<file path="src/rtl/dmi_jtag_access.sv">
// JTAG-side DMI access controller: turns dmi DR updates into valid/ready requests,
// tracks sticky status and supplies capture values. Optional timeout: DMI_ACCESS_TIMEOUT_EN.
module dmi_jtag_access #(
  parameter int ABITS          = 7,
  parameter int TIMEOUT_CYCLES = 1023
) (
  input  logic             clk_i,
  input  logic             rst_i,
  input  logic             dmi_update_i,
  input  logic             dmi_capture_i,
  input  logic [ABITS-1:0] dmi_addr_i,
  input  logic [31:0]      dmi_data_i,
  input  logic [1:0]       dmi_op_i,
  input  logic             dmi_reset_i,
  input  logic             dmi_hardreset_i,
  output logic [ABITS-1:0] capture_addr_o,
  output logic [31:0]      capture_data_o,
  output logic [1:0]       capture_status_o,
  output logic             busy_o,
  output logic [1:0]       err_o,
  output logic             dmi_req_valid_o,
  input  logic             dmi_req_ready_i,
  output logic [ABITS-1:0] dmi_req_addr_o,
  output logic [1:0]       dmi_req_op_o,
  output logic [31:0]      dmi_req_data_o,
  input  logic             dmi_resp_valid_i,
  output logic             dmi_resp_ready_o,
  input  logic [31:0]      dmi_resp_data_i,
  input  logic [1:0]       dmi_resp_resp_i
);
  // Handshake: a transfer occurs in any cycle where valid and ready are both 1;
  // the request stays valid with stable fields until accepted.
  typedef enum logic [1:0] {ST_IDLE = 2'd0, ST_REQ = 2'd1, ST_WAIT = 2'd2} state_t;
  localparam logic [1:0] OP_READ  = 2'd1;
  localparam logic [1:0] OP_WRITE = 2'd2;

  state_t           state_q, state_d;
  logic [ABITS-1:0] addr_q, addr_d;
  logic [31:0]      data_q, data_d;
  logic [1:0]       op_q, op_d;
  logic [1:0]       err_q, err_d, err_base;
  logic [ABITS-1:0] cap_addr_q, cap_addr_d;
  logic [31:0]      cap_data_q, cap_data_d;
  logic [1:0]       cap_status_q, cap_status_d;
  logic             timeout;

`ifdef DMI_ACCESS_TIMEOUT_EN
  localparam int CNT_W = $clog2(TIMEOUT_CYCLES + 1);
  logic [CNT_W-1:0] tmo_cnt_q;

  assign timeout = (state_q != ST_IDLE) && (tmo_cnt_q == CNT_W'(TIMEOUT_CYCLES - 1));

  always_ff @(posedge clk_i or posedge rst_i) begin
    if (rst_i)                   tmo_cnt_q <= '0;
    else if (state_q == ST_IDLE) tmo_cnt_q <= '0;
    else                         tmo_cnt_q <= tmo_cnt_q + 1'b1;
  end
`else
  logic unused_timeout;
  assign unused_timeout = ^TIMEOUT_CYCLES;
  assign timeout        = 1'b0;
`endif

  always_comb begin
    state_d      = state_q;
    addr_d       = addr_q;
    data_d       = data_q;
    op_d         = op_q;
    // dmireset clears first so a same-cycle update sees a clean status
    err_base     = dmi_reset_i ? 2'd0 : err_q;
    err_d        = err_base;
    cap_addr_d   = cap_addr_q;
    cap_data_d   = cap_data_q;
    cap_status_d = cap_status_q;

    if (dmi_capture_i) begin
      cap_addr_d   = addr_q;
      cap_data_d   = data_q;
      cap_status_d = (err_q != 2'd0) ? err_q : ((state_q != ST_IDLE) ? 2'd3 : 2'd0);
    end

    case (state_q)
      ST_IDLE: begin
        if (dmi_update_i && err_base == 2'd0 && (dmi_op_i == OP_READ || dmi_op_i == OP_WRITE)) begin
          addr_d  = dmi_addr_i;
          data_d  = dmi_data_i;
          op_d    = dmi_op_i;
          state_d = ST_REQ;
        end
      end
      ST_REQ: begin
        if (dmi_req_ready_i) state_d = ST_WAIT;
      end
      ST_WAIT: begin
        if (dmi_resp_valid_i) begin
          if (op_q == OP_READ) data_d = dmi_resp_data_i;
          if (dmi_resp_resp_i != 2'd0 && err_base == 2'd0)
            err_d = (dmi_resp_resp_i == 2'd1) ? 2'd2 : dmi_resp_resp_i;
          state_d = ST_IDLE;
        end
      end
      default: state_d = ST_IDLE;
    endcase

    // An update during an access is a busy violation and outranks the response code
    if (state_q != ST_IDLE && dmi_update_i && err_base == 2'd0) err_d = 2'd3;

    if (timeout && state_d != ST_IDLE) begin
      state_d = ST_IDLE;
      if (err_d == 2'd0) err_d = 2'd2;
    end

    if (dmi_hardreset_i) begin
      state_d      = ST_IDLE;
      err_d        = 2'd0;
      addr_d       = addr_q;
      data_d       = data_q;
      op_d         = op_q;
      cap_addr_d   = cap_addr_q;
      cap_data_d   = cap_data_q;
      cap_status_d = cap_status_q;
    end
  end

  always_ff @(posedge clk_i or posedge rst_i) begin
    if (rst_i) begin
      state_q      <= ST_IDLE;
      addr_q       <= '0;
      data_q       <= '0;
      op_q         <= '0;
      err_q        <= '0;
      cap_addr_q   <= '0;
      cap_data_q   <= '0;
      cap_status_q <= '0;
    end else begin
      state_q      <= state_d;
      addr_q       <= addr_d;
      data_q       <= data_d;
      op_q         <= op_d;
      err_q        <= err_d;
      cap_addr_q   <= cap_addr_d;
      cap_data_q   <= cap_data_d;
      cap_status_q <= cap_status_d;
    end
  end

  assign capture_addr_o   = cap_addr_q;
  assign capture_data_o   = cap_data_q;
  assign capture_status_o = cap_status_q;
  assign busy_o           = (state_q != ST_IDLE);
  assign err_o            = err_q;
  assign dmi_req_valid_o  = (state_q == ST_REQ);
  assign dmi_req_addr_o   = addr_q;
  assign dmi_req_op_o     = op_q;
  assign dmi_req_data_o   = data_q;
  // Held low while reset is asserted so every output reads 0 in reset
  assign dmi_resp_ready_o = !rst_i && (state_q != ST_REQ);
endmodule

</file>
<file path="config.mk">
export PLATFORM = sky130hd
export DESIGN_NAME = dmi_jtag_access
export DESIGN_NICKNAME = d
export VERILOG_FILES = /design/src/rtl/dmi_jtag_access.sv
export SDC_FILE = /design/constraint.sdc
export NUM_CORES = 1
export LEC_CHECK = 0
export CAP_MARGIN = 30
export CORE_MARGIN = 4
export CORE_UTILIZATION = 41
export CTS_CLUSTER_SIZE = 10
export DETAILED_ROUTE_END_ITERATION = 8
export PLACE_DENSITY = 0.84
export SYNTH_ARGS = -nofsm -noshare
export SYNTH_HDL_FRONTEND = slang
export SYNTH_SLANG_ARGS = --single-unit
</file>
<file path="constraint.sdc">
create_clock -name clk_i -period 3.5 [get_ports clk_i]
set_clock_uncertainty 0.2 [all_clocks]
set_input_delay 0.7 -clock clk_i [delete_from_list [all_inputs] [get_ports clk_i]]
set_output_delay 0.7 -clock clk_i [all_outputs]
set_load 0.05 [all_outputs]
</file>
==> flow_results.org, run 1 <==
** Flow run
- Max-cap violations :: 0

** STA
- Final critical-path share of the clock period :: 84.6%
- Remaining max-slew budget at the tightest pin :: 35.7%
- Max Fclk :: 338 MHz
- Crit path time final :: 2960 ps
- After routing, the total negative slack on setup checks comes to 0 ps.
- The max-slew violation count was 0.
- Unrepaired setup endpoints after global routing :: false
- The number of hold violations in the final report came to 0.
- Slew at the pin closest to its max-slew limit :: 965 ps
- Setup violations remaining at the end of the flow were counted as 0.

** Route
- Final WL :: 9200 um
- In the final routed layout, each cell accounts on average for 17.2 um.
- Via count of the routed design :: 2,653
- Remaining antenna violation count :: 0
- The first TritonRoute pass finished after 4 iterations.
- DRC violation total after the first TritonRoute iteration :: 78
- DRC violation count after routing :: 0
- Post-route met1 wirelength :: 3460 um
- Met3 Wirelength :: 820 um
- Vias/cell :: 4.95
- The detailed router used layers up to and including met4.
- Routed met2 length :: 4840 um

** Synthesis
- Cell type with the highest aggregate area in the netlist :: dfrtp_1
- Sequential cells were found to cover 58.0% of the synthesized design area.
- Each instance of the synthesized netlist takes up on average 14.9 um2.
- Combinational family with the most area after synthesis :: multiplexers
- During synthesis, Yosys emitted a total of 0 warnings.
- In this run the cell area of the synthesized design comes to 0.00371 mm2.
- In the synthesized netlist, mux cells make up 34.0% of the area.
- Xor and xnor fraction of the mapped netlist area :: 0.236%
- Summing the areas of all compound-gate instances in the mapped netlist gives 2.06% of the synthesized area.
- Post-synth EDFFs :: 0
- Of the post-synthesis cell area, the dominant cell type holds 58.0%.
- Of the total synthesized cell area, the portion taken by AND, OR, NAND and NOR gates is 3.20%.
- Most frequent cells after synthesis :: 110 x mux2_2, 86 x dfrtp_1, 10 x nor2_1, 8 x buf_2
- By area the synthesized netlist is led by dfrtp_1 58%, mux2_2 33%, buf_2 1.1%, nor2_1 1.0%, buf_6 0.91%.
- Among all flip-flop cells after synthesis, the most frequent one is dfrtp_1.
- In the synthesized netlist the async set-or-reset flop fraction comes to 100%.
- Synthesis produced a netlist with a net count of 332.
- In this run, synthesis produced a sequential element count of 86.
- Syn Inst Count :: 249
- Number of distinct standard cells referenced by the synthesized netlist :: 23
- The most common cell in the synthesized netlist is mux2_2.
- Of the total synthesized cell area, the portion taken by full adders, half adders and majority gates is 0%.

** CTS
- Number of buffers inserted by hold repair at cts :: 0
- No sink is reached through more buffers than the 2 on the longest clock path.
- The tree is rooted in a clkbuf_8.
- Clock transition at path regs :: 80 ps
- The number of setup buffers added after CTS is 0.
- Htree depth :: 3
- CTS tree :: built
- CTS saw 86 sinks.
- Clock Latency Late Sink :: 330 ps
- Number of gates given a new drive strength after cts :: 0
- TritonCTS created 9 clock buffers.

** Placement
- The count of buffers added on input and output ports is 169.
- Weighted congestion at the end of routability-driven global placement :: 0.736
- Number of placed instances with taps included :: 520
- Instance area at placement :: 0.00555 mm2
- Detailed-placement wirelength estimate :: 7080 um

** Global route
- After global routing the overflow that remains totals 0.
- Maximum number of pins on one net before global-route repair :: 48
- The first global-routing pass estimated 14,000 um of wire.
- The initial antenna violation count is 0.
- Global routing used 17.1% of the available tracks.
- The number of global-route vias before repair came to 2,880.

** Outcome
- The run finished with clean final reports.

** Die
- Starting utilization of the core area :: 42.4%
- Die area :: 0.0106 mm2
- I/O pin cnt :: 170
- The floorplan step set the die height to 103 um.
- X dimension of the die :: 103 um
- Row cnt :: 34
- Area of the placeable core :: 0.00876 mm2

** Finish
- From synthesis to final layout, the design area changed by 56.1%.
- Fill cells in the final layout number 668.
- Area of all placed cells without fillers :: 0.00580 mm2
- Non-filler instance count after layout :: 536
- Seq. cell area :: 0.00215 mm2
- Final net count :: 506
- Share of layout cells above drive strength 1 :: 32.0%
- In the final layout, the multi-input gates occupy 0.00148 mm2.
- Final antenna diode count :: 0

** Worst setup path
- STA puts the critical path data arrival time at 2060 ps.
- Required time at the worst-slack endpoint :: 2600 ps
- The critical path in this run is classified as primary input to primary output.
- Slack of the worst reg-to-reg path :: 1040 ps
- Kind of start point of the critical path :: primary input
- Number of cells on the worst reg-to-reg path :: 5
- The startpoint identified for the worst register-to-register timing path is state_q[0].
- Nature of the critical path endpoint :: primary output
- The worst register-to-register path ends at dmi_req_data_o[21].
- Worst-path maximum fanout :: 2

** Worst hold path
- Number of cells traversed by the worst hold path :: 1
- The path with the worst hold slack has its endpoint at capture_data_o[4].
- Min-delay worst type :: flop to flop
- In this run the most critical hold path is launched from capture_data_o[4].

** Power
- For this design the ratio of total power to cell area is 860 mW/mm2.
- Worst vdd rail ir drop :: 0.526 mV
- Summed over all nets, the switching power comes to 0.00218 W.
- Leakage dissipation :: 2.36 nW
- Combinational group share of total power :: 51.8%
- Of the total power, registers draw 31.5%.
- Power comes to 0.00498 W.
- Share of power burned in the clock network :: 16.7%
- Internal Dissipation :: 0.00280 W
- Switching fraction of total power :: 43.8%
==> per-stage QoR <==
step	setup slack, ps	util (%)	hold WS, ps
after floorplan	378	-	267
after global placement	533	63.3	289
after detailed placement	510	63.3	294
after CTS	536	66.1	315
after global routing	508	66.1	331
final	540	66.1	308
==> cells by family (layout without fill, tap and decap cells) <==
group | count (synthesis) | after routing
muxes | 112 | 112
DFF | 86 | 86
and+or+nand+nor | 24 | 24
buffers and inverters | 16 | 195
AOI/OAI and AO/OA | 10 | 10
xor gates and xnor gates | 1 | 1
==> per-layer routing <==
layer | vias to the layer above | GRT usage [%]
li1 | 1232 | -
met1 | 1307 | 18.8
met2 | 106 | 31.8
met3 | 8 | 4.76
met4 | 0 | 5.28
met5 | - | 0
==> placed cells by master (no fill, tap or decap), types with 2 or more instances in the layout <==
cell             synthesis  routed
clkbuf_8                 0      10
dfrtp_1                 86      86
mux2_1                   2       2
clkdlybuf4s50_1          0     169
nor3_1                   4       4
nand2_1                  2       2
nor2b_4                  0       2
bufinv_16                0       3
mux2_2                 110     110
inv_1                    3       2
nor2_1                  10      10
nand2b_1                 2       2
o211ai_1                 2       2
buf_12                   0       2
buf_4                    1       5
a21oi_1                  4       4
==> registers in the layout, summed over array words and instances (netlist names) <==
signal,cells
capture_addr_o,7
capture_data_o,32
capture_status_o,2
dmi_req_addr_o,7
dmi_req_data_o,32
dmi_req_op_o,2
err_o,2
state_q,2
==> worst max path at each step <==
stage	start	slack [ps]	cells past startpoint	end
floorplan	rst_i	380	1	capture_addr_o[0]
global placement	dmi_resp_valid_i	530	5	dmi_req_data_o[28]
detailed placement	dmi_resp_valid_i	510	5	dmi_req_data_o[30]
CTS	rst_i	540	3	dmi_resp_ready_o
global route	rst_i	510	3	dmi_resp_ready_o
finish	rst_i	540	3	dmi_resp_ready_o
==> power by group through the flow <==
stage | logic (W) | clock network (W) | registers, W
2_1_floorplan | 0.000409 | 0 | 0.00281
3_3_place_gp | 0.00257 | 0 | 0.00157
3_5_place_dp | 0.00260 | 0 | 0.00159
4_1_cts | 0.00261 | 0.000860 | 0.00158
5_1_grt | 0.00268 | 0.000902 | 0.00162
6_report | 0.00258 | 0.000835 | 0.00157
==> final cells by class <==
type | count | area share, %
repair buffers | 176 | 30.5
flip-flops and latches | 86 | 37.1
well taps | 108 | 2.33
multi-input cells | 147 | 25.5
inverters | 3 | 0.216
clock inverters | 5 | 1.83
clock buffers | 11 | 2.44
==> critical path, stage by stage <==
cell,delay (ps)
clkdlybuf4s50_1,430
nor2_1,110
clkdlybuf4s50_1,810
No activity file was read; power rests on OpenSTA's default activity.
==> run 2, diff against run 1 <==
CORE_UTILIZATION = 37   (was 41)
PLACE_DENSITY = 0.81   (was 0.84)
clock period = 2.46 ns   (was 3.5 ns; I/O delays follow)
==> flow_results.org, run 2 (synthesized netlist as in run 1, its figures left out) <==
** CTS
- Number of CTS-inserted buffers :: 9
- In this run the deepest clock path goes through 2 buffers.
- In this run the number of H-tree levels came out at 3.
- Clock transition at path regs :: 80 ps
- Once the clock tree was built, the resizer swapped 0 gates to a different size.
- Clock sinks :: 86
- Clock Latency Late Sink :: 340 ps
- Hold repair after CTS inserted 0 buffers.
- In this run the clock root is driven by a clkbuf_8.
- CTS tree :: built
- Buffer count from post-CTS setup fixing :: 0

** Outcome
- The run finished with clean final reports.

** STA
- Final Max Slew Viols :: 0
- The number of hold violations in the final report is 0.
- Setup repair after global routing left no endpoint under its margin.
- Subtracting the final worst setup slack from the clock period gives 2290 ps.
- Slew at the pin closest to its max-slew limit :: 537 ps
- Remaining max-slew budget at the tightest pin :: 64.1%
- Number of failing setup endpoints in the final timing report :: 0
- Max Fclk :: 436 MHz
- In the final timing run, aggregate negative setup slack is 0 ps.
- Final critical-path share of the clock period :: 93.1%

** Finish
- 0 antenna diodes ended up in the layout.
- Share of layout cells above drive strength 1 :: 33.1%
- The count of cells in the finished layout, fillers not included, comes to 565.
- Summing all non-filler instances in the final layout gives an area of 0.00583 mm2.
- In the final design database the tool counted 510 nets.
- Layout Area Growth over Synthesis :: 57.1%
- In the layout the commonest cells are 166 x clkdlybuf4s50_1, 110 x mux2_2, 86 x dfrtp_1, 10 x nor2_1.
- Leading cell type in the layout, fill and taps excluded :: clkdlybuf4s50_1

** Flow run
- Max-cap violations :: 0

** Power
- The analysis attributes to cell leakage a power of 2.37 nW.
- Pwr per Cell Area :: 1180 mW/mm2
- Worst vdd rail ir drop :: 0.606 mV

** Route
- After detailed routing, the number of vias per cell comes to 4.76.
- In the routed design, unresolved DRC markers number 0.
- Via count of the routed design :: 2,689
- Final WL :: 9170 um
- After detailed routing, the average wire length per cell comes to 16.2 um.
- For this block, the initial DRC count from the detailed router was 61.
- Before antenna repair, the detailed router went through 4 iterations.
- The count of nets left with antenna violations once routing finished came out at 0.

** Global route
- The first global-routing pass estimated 14,400 um of wire.
- Number of global-route vias before repair :: 2,956
- For this run, the total global-route usage over all layers was measured as 15.7%.
- Entering global routing, the biggest net connects 45 pins.
- Overall overflow remaining after global route :: 0
- Initial antenna violation count :: 0

** Worst setup path
- Dominant delay contributor by cell family on the critical path :: buffers and inverters
- Start-to-end type of the worst setup path :: flop to primary output
- Number of buffers and inverters on the critical path :: 1
- The number of cells on the worst reg-to-reg path is 5.
- The worst register-to-register path has a setup slack of 520 ps.
- Launch point of the worst reg-to-reg path :: state_q[0]
- STA classifies the critical path startpoint as a flop.
- Standard cell with the maximum stage delay on the critical path :: clkdlybuf4s50_1
- STA puts the critical path data required time at 1770 ps.
- Crit path cell chain :: clkdlybuf4s50_1
- In this run the critical register-to-register path is captured at dmi_req_data_o[26].
- Critical path's largest stage delay :: 830 ps
- Worst endpoint data arrival time :: 1600 ps
- Worst-path maximum fanout :: 5
- The worst setup path is captured at a primary output.

** Die
- Starting utilization of the core area :: 38.0%
- The floorplan has 36 rows.
- The die covers 0.0117 mm2.
- I/O pin cnt :: 170
- Area of the placeable core :: 0.00977 mm2
- Chip height :: 108 um
- The die is 108 um wide.

** Worst hold path
- Worst Min Path Start :: capture_data_o[9]
- In this run the worst hold path is classified as flop to flop.
- Counting instances, the worst hold path has a depth of 1.
- Worst Hold Path EP :: capture_data_o[9]

** Placement
- After detailed placement, the total cell area comes to 0.00564 mm2.
- Once placement completed, the tool counted placed cells totaling 549.
- Weighted congestion at the end of routability-driven global placement :: 0.759
- Detailed-placement wirelength estimate :: 7030 um
- Port-buffer cells :: 169
## run 2: cell count changes in the layout (fill, tap and decap cells not counted)
cell and change:
buf_12 +3, buf_4 +4, bufinv_16 -2, clkbuf_1 +1, clkbuf_8 -1, clkdlybuf4s50_1 -3, clkinv_4 +1, clkinvlp_4 +1
## run 2: area by class of cell
type / count / area (um2)
clock buffer: 11 / 131
inverter: 3 / 15.0
clock inverter: 5 / 60.1
sequential: 86 / 2150
tap: 133 / 166
fill: 815 / 3940
timing repair buffer: 180 / 1830
multi-input combinational: 147 / 1480
## run 2: metrics by stage
stage | setup WS, ps | total power [W] | util (%) | hold WS (ps)
after detailed placement | 21.2 | 0.00597 | 57.7 | 294
after global placement | 61.3 | 0.00590 | 57.7 | 281
after global routing | 89.5 | 0.00718 | 59.7 | 324
final | 169 | 0.00687 | 59.7 | 308
after floorplan | 92.1 | 0.00457 | - | 267
after CTS | 128 | 0.00695 | 59.7 | 313
## run 2: power by group
group          internal [W]  switching [W]
combinational       0.00137        0.00231
clock              0.000473       0.000492
sequential          0.00191       0.000309
total               0.00376        0.00311
## run 2: worst max-delay path by stage
stage | startpoint | endpoint | slack, ps | depth (start not counted)
5_1_grt | err_o[0] | err_o[0] | 90 | 1
3_5_place_dp | dmi_op_i[0] | dmi_req_data_o[18] | 20 | 6
2_1_floorplan | state_q[0] | dmi_resp_ready_o | 90 | 2
4_1_cts | err_o[1] | err_o[1] | 130 | 1
3_3_place_gp | dmi_op_i[0] | dmi_req_data_o[30] | 60 | 6
6_report | err_o[1] | err_o[1] | 170 | 1
## run 2: layer usage
metal	track usage, %	vias to the layer above	part of all wire (%)
met2	27.4	108	50
met3	4.96	12	8.8
met5	0	-	0
met1	18.3	1324	40
li1	-	1245	-
met4	4.96	0	1.2
